--- config.mk ---
export PLATFORM = sky130hd
export DESIGN_NAME = i2c_receiver
export DESIGN_NICKNAME = d
export VERILOG_FILES = /design/src/rtl/i2c_receiver.sv
export SDC_FILE = /design/constraint.sdc
export NUM_CORES = 1
export LEC_CHECK = 0
export CORE_MARGIN = 3
export CORE_UTILIZATION = 54
export DETAILED_ROUTE_END_ITERATION = 10
export PLACE_DENSITY_LB_ADDON = 0.3
export SYNTH_ARGS = -nofsm -noshare
export SYNTH_HDL_FRONTEND = slang
export SYNTH_SLANG_ARGS = --single-unit
--- constraint.sdc ---
create_clock -name clk -period 2.5 [get_ports clk]
set_clock_uncertainty 0.2 [all_clocks]
set_input_delay 0.5 -clock clk [delete_from_list [all_inputs] [get_ports clk]]
set_output_delay 0.5 -clock clk [all_outputs]
set_load 0.01 [all_outputs]
--- src/rtl/i2c_receiver.sv ---
// rtl/i2c_receiver.sv - oversampling write-only I2C target with address match, ACK/NACK and byte handoff
// Optional majority glitch filter on SCL/SDA: define I2C_RX_GLITCH_FILTER_EN.
module i2c_receiver #(
    parameter logic [6:0] ADDR = 7'h50
) (
    input  logic       clk,
    input  logic       rst,
    input  logic       scl,
    input  logic       sda_in,
    output logic       sda_oe,
    input  logic       rx_ready,
    output logic [7:0] rx_data,
    output logic       rx_valid,
    output logic       addr_match,
    output logic       stop_det,
    output logic       busy
);

    typedef enum logic [2:0] {
        S_IDLE,
        S_ADDR,
        S_ADDR_ACK,
        S_DATA,
        S_DATA_ACK,
        S_DATA_NACK,
        S_IGNORE
    } state_t;

    // Synchronizers reset to the idle-high bus level so reset never fakes an edge.
    logic scl_s1_q, scl_s2_q, sda_s1_q, sda_s2_q;
    logic scl_prev_q, sda_prev_q;
    logic scl_line, sda_line;

    always_ff @(posedge clk or posedge rst) begin
        if (rst) begin
            scl_s1_q <= 1'b1;
            scl_s2_q <= 1'b1;
            sda_s1_q <= 1'b1;
            sda_s2_q <= 1'b1;
        end else begin
            scl_s1_q <= scl;
            scl_s2_q <= scl_s1_q;
            sda_s1_q <= sda_in;
            sda_s2_q <= sda_s1_q;
        end
    end

`ifdef I2C_RX_GLITCH_FILTER_EN
    logic [1:0] scl_hist_q, sda_hist_q;
    logic       scl_filt_q, sda_filt_q;

    always_ff @(posedge clk or posedge rst) begin
        if (rst) begin
            scl_hist_q <= 2'b11;
            sda_hist_q <= 2'b11;
            scl_filt_q <= 1'b1;
            sda_filt_q <= 1'b1;
        end else begin
            scl_hist_q <= {scl_hist_q[0], scl_s2_q};
            sda_hist_q <= {sda_hist_q[0], sda_s2_q};
            scl_filt_q <= (scl_s2_q & scl_hist_q[0]) | (scl_s2_q & scl_hist_q[1]) |
                          (scl_hist_q[0] & scl_hist_q[1]);
            sda_filt_q <= (sda_s2_q & sda_hist_q[0]) | (sda_s2_q & sda_hist_q[1]) |
                          (sda_hist_q[0] & sda_hist_q[1]);
        end
    end

    assign scl_line = scl_filt_q;
    assign sda_line = sda_filt_q;
`else
    assign scl_line = scl_s2_q;
    assign sda_line = sda_s2_q;
`endif

    always_ff @(posedge clk or posedge rst) begin
        if (rst) begin
            scl_prev_q <= 1'b1;
            sda_prev_q <= 1'b1;
        end else begin
            scl_prev_q <= scl_line;
            sda_prev_q <= sda_line;
        end
    end

    logic scl_rise, scl_fall, sda_rise, sda_fall, start_hit, stop_hit;
    assign scl_rise  = scl_line & ~scl_prev_q;
    assign scl_fall  = ~scl_line & scl_prev_q;
    assign sda_rise  = sda_line & ~sda_prev_q;
    assign sda_fall  = ~sda_line & sda_prev_q;
    assign start_hit = sda_fall & scl_line & scl_prev_q;
    assign stop_hit  = sda_rise & scl_line & scl_prev_q;

    state_t     state_q, state_d;
    logic [2:0] cnt_q, cnt_d;
    logic [7:0] shift_q, shift_d;
    logic       done_q, done_d;
    logic       ack_q, ack_d;
    logic [7:0] rx_data_q, rx_data_d;
    logic       rx_valid_q, rx_valid_d;
    logic       addr_match_q, addr_match_d;
    logic       stop_det_q, stop_det_d;
    logic       busy_q, busy_d;
    logic       sda_oe_q, sda_oe_d;
    logic [7:0] shift_next;

    assign shift_next = {shift_q[6:0], sda_line};

    always_ff @(posedge clk or posedge rst) begin
        if (rst) begin
            state_q      <= S_IDLE;
            cnt_q        <= 3'd0;
            shift_q      <= 8'h00;
            done_q       <= 1'b0;
            ack_q        <= 1'b0;
            rx_data_q    <= 8'h00;
            rx_valid_q   <= 1'b0;
            addr_match_q <= 1'b0;
            stop_det_q   <= 1'b0;
            busy_q       <= 1'b0;
            sda_oe_q     <= 1'b0;
        end else begin
            state_q      <= state_d;
            cnt_q        <= cnt_d;
            shift_q      <= shift_d;
            done_q       <= done_d;
            ack_q        <= ack_d;
            rx_data_q    <= rx_data_d;
            rx_valid_q   <= rx_valid_d;
            addr_match_q <= addr_match_d;
            stop_det_q   <= stop_det_d;
            busy_q       <= busy_d;
            sda_oe_q     <= sda_oe_d;
        end
    end

    // done_q marks "8 bits shifted, waiting for the SCL fall that opens the ACK slot".
    always_comb begin
        state_d      = state_q;
        cnt_d        = cnt_q;
        shift_d      = shift_q;
        done_d       = done_q;
        ack_d        = ack_q;
        rx_data_d    = rx_data_q;
        rx_valid_d   = 1'b0;
        addr_match_d = addr_match_q;
        stop_det_d   = 1'b0;
        busy_d       = busy_q;
        sda_oe_d     = sda_oe_q;

        if (start_hit) begin
            state_d      = S_ADDR;
            cnt_d        = 3'd0;
            done_d       = 1'b0;
            addr_match_d = 1'b0;
            sda_oe_d     = 1'b0;
            busy_d       = 1'b1;
        end else if (stop_hit) begin
            state_d      = S_IDLE;
            cnt_d        = 3'd0;
            done_d       = 1'b0;
            addr_match_d = 1'b0;
            sda_oe_d     = 1'b0;
            busy_d       = 1'b0;
            stop_det_d   = 1'b1;
        end else begin
            case (state_q)
                S_IDLE: ;
                S_ADDR: begin
                    if (scl_rise && !done_q) begin
                        shift_d = shift_next;
                        cnt_d   = cnt_q + 3'd1;
                        if (cnt_q == 3'd7) done_d = 1'b1;
                    end else if (scl_fall && done_q) begin
                        done_d = 1'b0;
                        if (shift_q[7:1] == ADDR && !shift_q[0]) begin
                            state_d      = S_ADDR_ACK;
                            sda_oe_d     = 1'b1;
                            addr_match_d = 1'b1;
                        end else begin
                            state_d = S_IGNORE;
                        end
                    end
                end
                S_ADDR_ACK: begin
                    if (scl_fall) begin
                        sda_oe_d = 1'b0;
                        state_d  = S_DATA;
                    end
                end
                S_DATA: begin
                    if (scl_rise && !done_q) begin
                        shift_d = shift_next;
                        cnt_d   = cnt_q + 3'd1;
                        if (cnt_q == 3'd7) begin
                            done_d = 1'b1;
                            ack_d  = rx_ready;
                            if (rx_ready) begin
                                rx_data_d  = shift_next;
                                rx_valid_d = 1'b1;
                            end
                        end
                    end else if (scl_fall && done_q) begin
                        done_d = 1'b0;
                        if (ack_q) begin
                            state_d  = S_DATA_ACK;
                            sda_oe_d = 1'b1;
                        end else begin
                            state_d = S_DATA_NACK;
                        end
                    end
                end
                S_DATA_ACK, S_DATA_NACK: begin
                    if (scl_fall) begin
                        sda_oe_d = 1'b0;
                        state_d  = S_DATA;
                    end
                end
                S_IGNORE: sda_oe_d = 1'b0;
                default: state_d = S_IDLE;
            endcase
        end
    end

    assign sda_oe     = sda_oe_q;
    assign rx_data    = rx_data_q;
    assign rx_valid   = rx_valid_q;
    assign addr_match = addr_match_q;
    assign stop_det   = stop_det_q;
    assign busy       = busy_q;

endmodule
==> summary.md <==
| Metric | Value |
|---|---|
| Port bufs | `17` |
| Post_cts resized | `0` |
| #FFs+latches synth | `35` |
| Setup bufs post-CTS | `0` |
| TritonRoute pass-1 iters | `4` |
| Worst-path clk slew | `0.10 ns` |
| Worst-Margin Slew | `0.4184 ns` |
| Net Count, Synth | `121` |
| Area leader, netlist | `dfrtp_1` |
| Via density | `5.786` |
| Sequential fraction of the synthesis area | `58.78%` |
| Sw power | `511.6 µW` |
| Combinational share of power | `26.3%` |
| Core footprint | `0.002567 mm²` |
| TritonCTS clock tree | `yes` |
| Reg power frac | `52.3%` |
| PwrDens | `907.6 mW/mm²` |
| Area Overhead vs Synth | `18.07%` |
| Worst rel slew slack | `72.11%` |
| Grt total ovfl | `0` |
| WL per Instance | `15.70 µm` |
| Multi-input gate area | `584.3 µm²` |
| Die Wd | `58.75 µm` |
| Pin count of the biggest net entering global routing | `36` |
| Initial DRC count | `66` |
| Die ar. | `0.003452 mm²` |
| Vias in the first global route | `993` |
| Skew-Pair Late Insertion Delay | `0.34 ns` |
| Outcome | `finished, final reports clean` |
| Int Pwr | `1099 µW` |
| CTS Root Buffer Type | `clkbuf_4` |
| Final Max Slew Viols | `0` |
| CTS hold repair buffers | `0` |
| Synth Warn # | `0` |
| Max-capacitance violation count | `0` |
| Gpl congestion | `0.8184` |
| Mean Syn Cell Area | `13.18 µm²` |
| Leakage | `0.0007942 µW` |
| Ports | `18` |
| H-tree lvl count | `2` |
| Mapped cell area | `0.001503 mm²` |
| Final Hold Viols | `0` |
| Critical path launch point type | `flop` |
| Die height | `58.75 µm` |
| # diodes | `0` |
| Initial antenna violation count | `0` |
| First-pass GRT wire length | `4609 µm` |
| Max FO, Critical Path | `10` |
| Layout cell share with drive strength beyond 1 | `25.36%` |
| CTS Buffer Depth | `2` |
| TNS Setup | `0 ns` |
| Post-synth ARST share | `100.0%` |
| Rows | `18` |
| Clock sink count | `35` |
| CP arrival | `2.03 ns` |
| Critical path required time | `2.52 ns` |
| Filler Cells Inserted | `185` |
| Post-synth EDFFs | `0` |
| Initial Util | `58.53%` |
| Worst hold path type | `reg2reg` |
| Synth unique cells | `37` |
| DRC Markers | `0` |
| Placed cell areas | `0.001705 mm²` |
| Highest clock rate | `0.4977 GHz` |
| Design Area, Final | `0.001774 mm²` |
| Crit share post-route | `80.36%` |
| CP Class | `reg2reg` |
| Via count | `972` |
| Sw Ratio | `31.77%` |
| Maximum vdd ir drop | `0.6417 mV` |
| Period minus WS final | `2.009 ns` |
| Total routed wirelength | `2638 µm` |
| FF+latch area | `883.3 µm²` |
| Synth top cells by count | `29 x dfrtp_1, 15 x mux2_2, 9 x o21ai_0` |
| Cell with the most instances after synthesis | `dfrtp_1` |
| Synth top area share | `48.29%` |
| Synth area leaders | `dfrtp_1 48%, mux2_2 11%, dfstp_2 10%` |
| Critical Path Sink Type | `flop` |
| Clock Power Share | `21.3%` |
| Mapped Cells | `114` |
| Num CTS Buffers | `5` |
| DPL Wire Length | `1767 µm` |
| Unrepaired setup endpoints after global routing | `no` |
| All-Layer GR Usage | `18.41%` |
| # setup viols final | `0` |
| Top FF cell, synth | `dfrtp_1` |
| Final ANT Viol Nets | `0` |
| Final nets | `144` |
## logic make-up after synthesis
logic type	after synthesis	share of synthesized area [%]
and+or+nand+nor	24	11.57
xor gates and xnor gates	1	0.5830
adders and majority gates	2	1.665
buffers and inverters	7	2.330
AOI/OAI and AO/OA	27	11.66
muxes	18	13.41
DFF	35	58.78
## per-stage QoR
stage | total power, µW | hold slack (ns) | setup WS [ns] | utilization (%) | std cells
final | 1610 | 0.1479 | 0.4909 | 69.10 | 168
after global routing | 1723 | 0.1559 | 0.3785 | 69.10 | 168
after CTS | 1618 | 0.1594 | 0.4951 | 69.10 | 168
after detailed placement | 1265 | 0.1472 | 0.5162 | 66.42 | 160
after global placement | 1237 | 0.1458 | 0.5706 | 66.42 | 160
after floorplan | 1157 | 0.1452 | 0.5853 | - | 114
## power by group through the flow
stage	combinational [µW]	sequential, µW	clock, µW
after CTS	426	841	351
after floorplan	360	797	0
after global placement	397	840	0
after global routing	472	868	383
final	424	843	343
after detailed placement	420	846	0
## final cells by class
cell class              instances  share of cell area, %
inverters                       4                 0.8463
multi-input cells              72                  32.93
flip-flops and latches         35                  49.79
clock buffers                   8                  3.879
well taps                      30                  2.116
repair buffers                 19                  10.44
## state kept, by name, indices dropped and copies added (netlist names), 3 cells and up
register  cells
rx_data       8
shift_q       8
cnt_q         3
state_q       3
## routing by layer
metal  GRT usage (%)  routed length (µm)  vias up  share of wire (%)
li1                -                   -      459                  -
met4           10.36                  89        0                3.4
met5               0                   0        -                  0
met1           22.01                1120      476                 42
met2           27.60                1277       28                 48
met3           8.114                 151        9                5.7
## final timing paths
path                            cells after the start  slack [ns]        from    endpoint
worst max register to register                      5        0.49  state_q[2]  rx_data[5]
worst min register to register                      0        0.15    scl_s1_q    scl_line
max in group asynchronous                           3        1.42         rst    sda_s1_q
worst min-delay path                                0        0.15    scl_s1_q    scl_line
min in group asynchronous                           3        0.34         rst  state_q[1]
worst max-delay path                                5        0.49  state_q[2]  rx_data[5]
## critical path: stages, from the launching register on
cell and delay, ns:
dfrtp_1 0.48, nand2b_4 0.20, nor4b_4 0.25, nand3_2 0.17, nor2_8 0.22, mux2_2 0.36
## layout by cell type (no fill, tap or decap), types with 2 or more instances in the layout
master           Yosys  layout
inv_1                4       4
dfstp_2              6       6
o21ai_0              9       9
a31oi_1              2       2
dfrtp_1             29      29
a21oi_1              4       4
a22o_1               2       2
clkdlybuf4s50_1      0      17
mux2_2              15      15
buf_4                0       2
nor2_1               6       6
mux2_1               2       2
nand2b_1             2       2
ha_1                 2       2
a211oi_1             2       2
nand2_1              4       4
clkbuf_4             0       5
nor2b_1              3       3
clkbuf_8             0       2
Power figures use the tool's default switching activity.
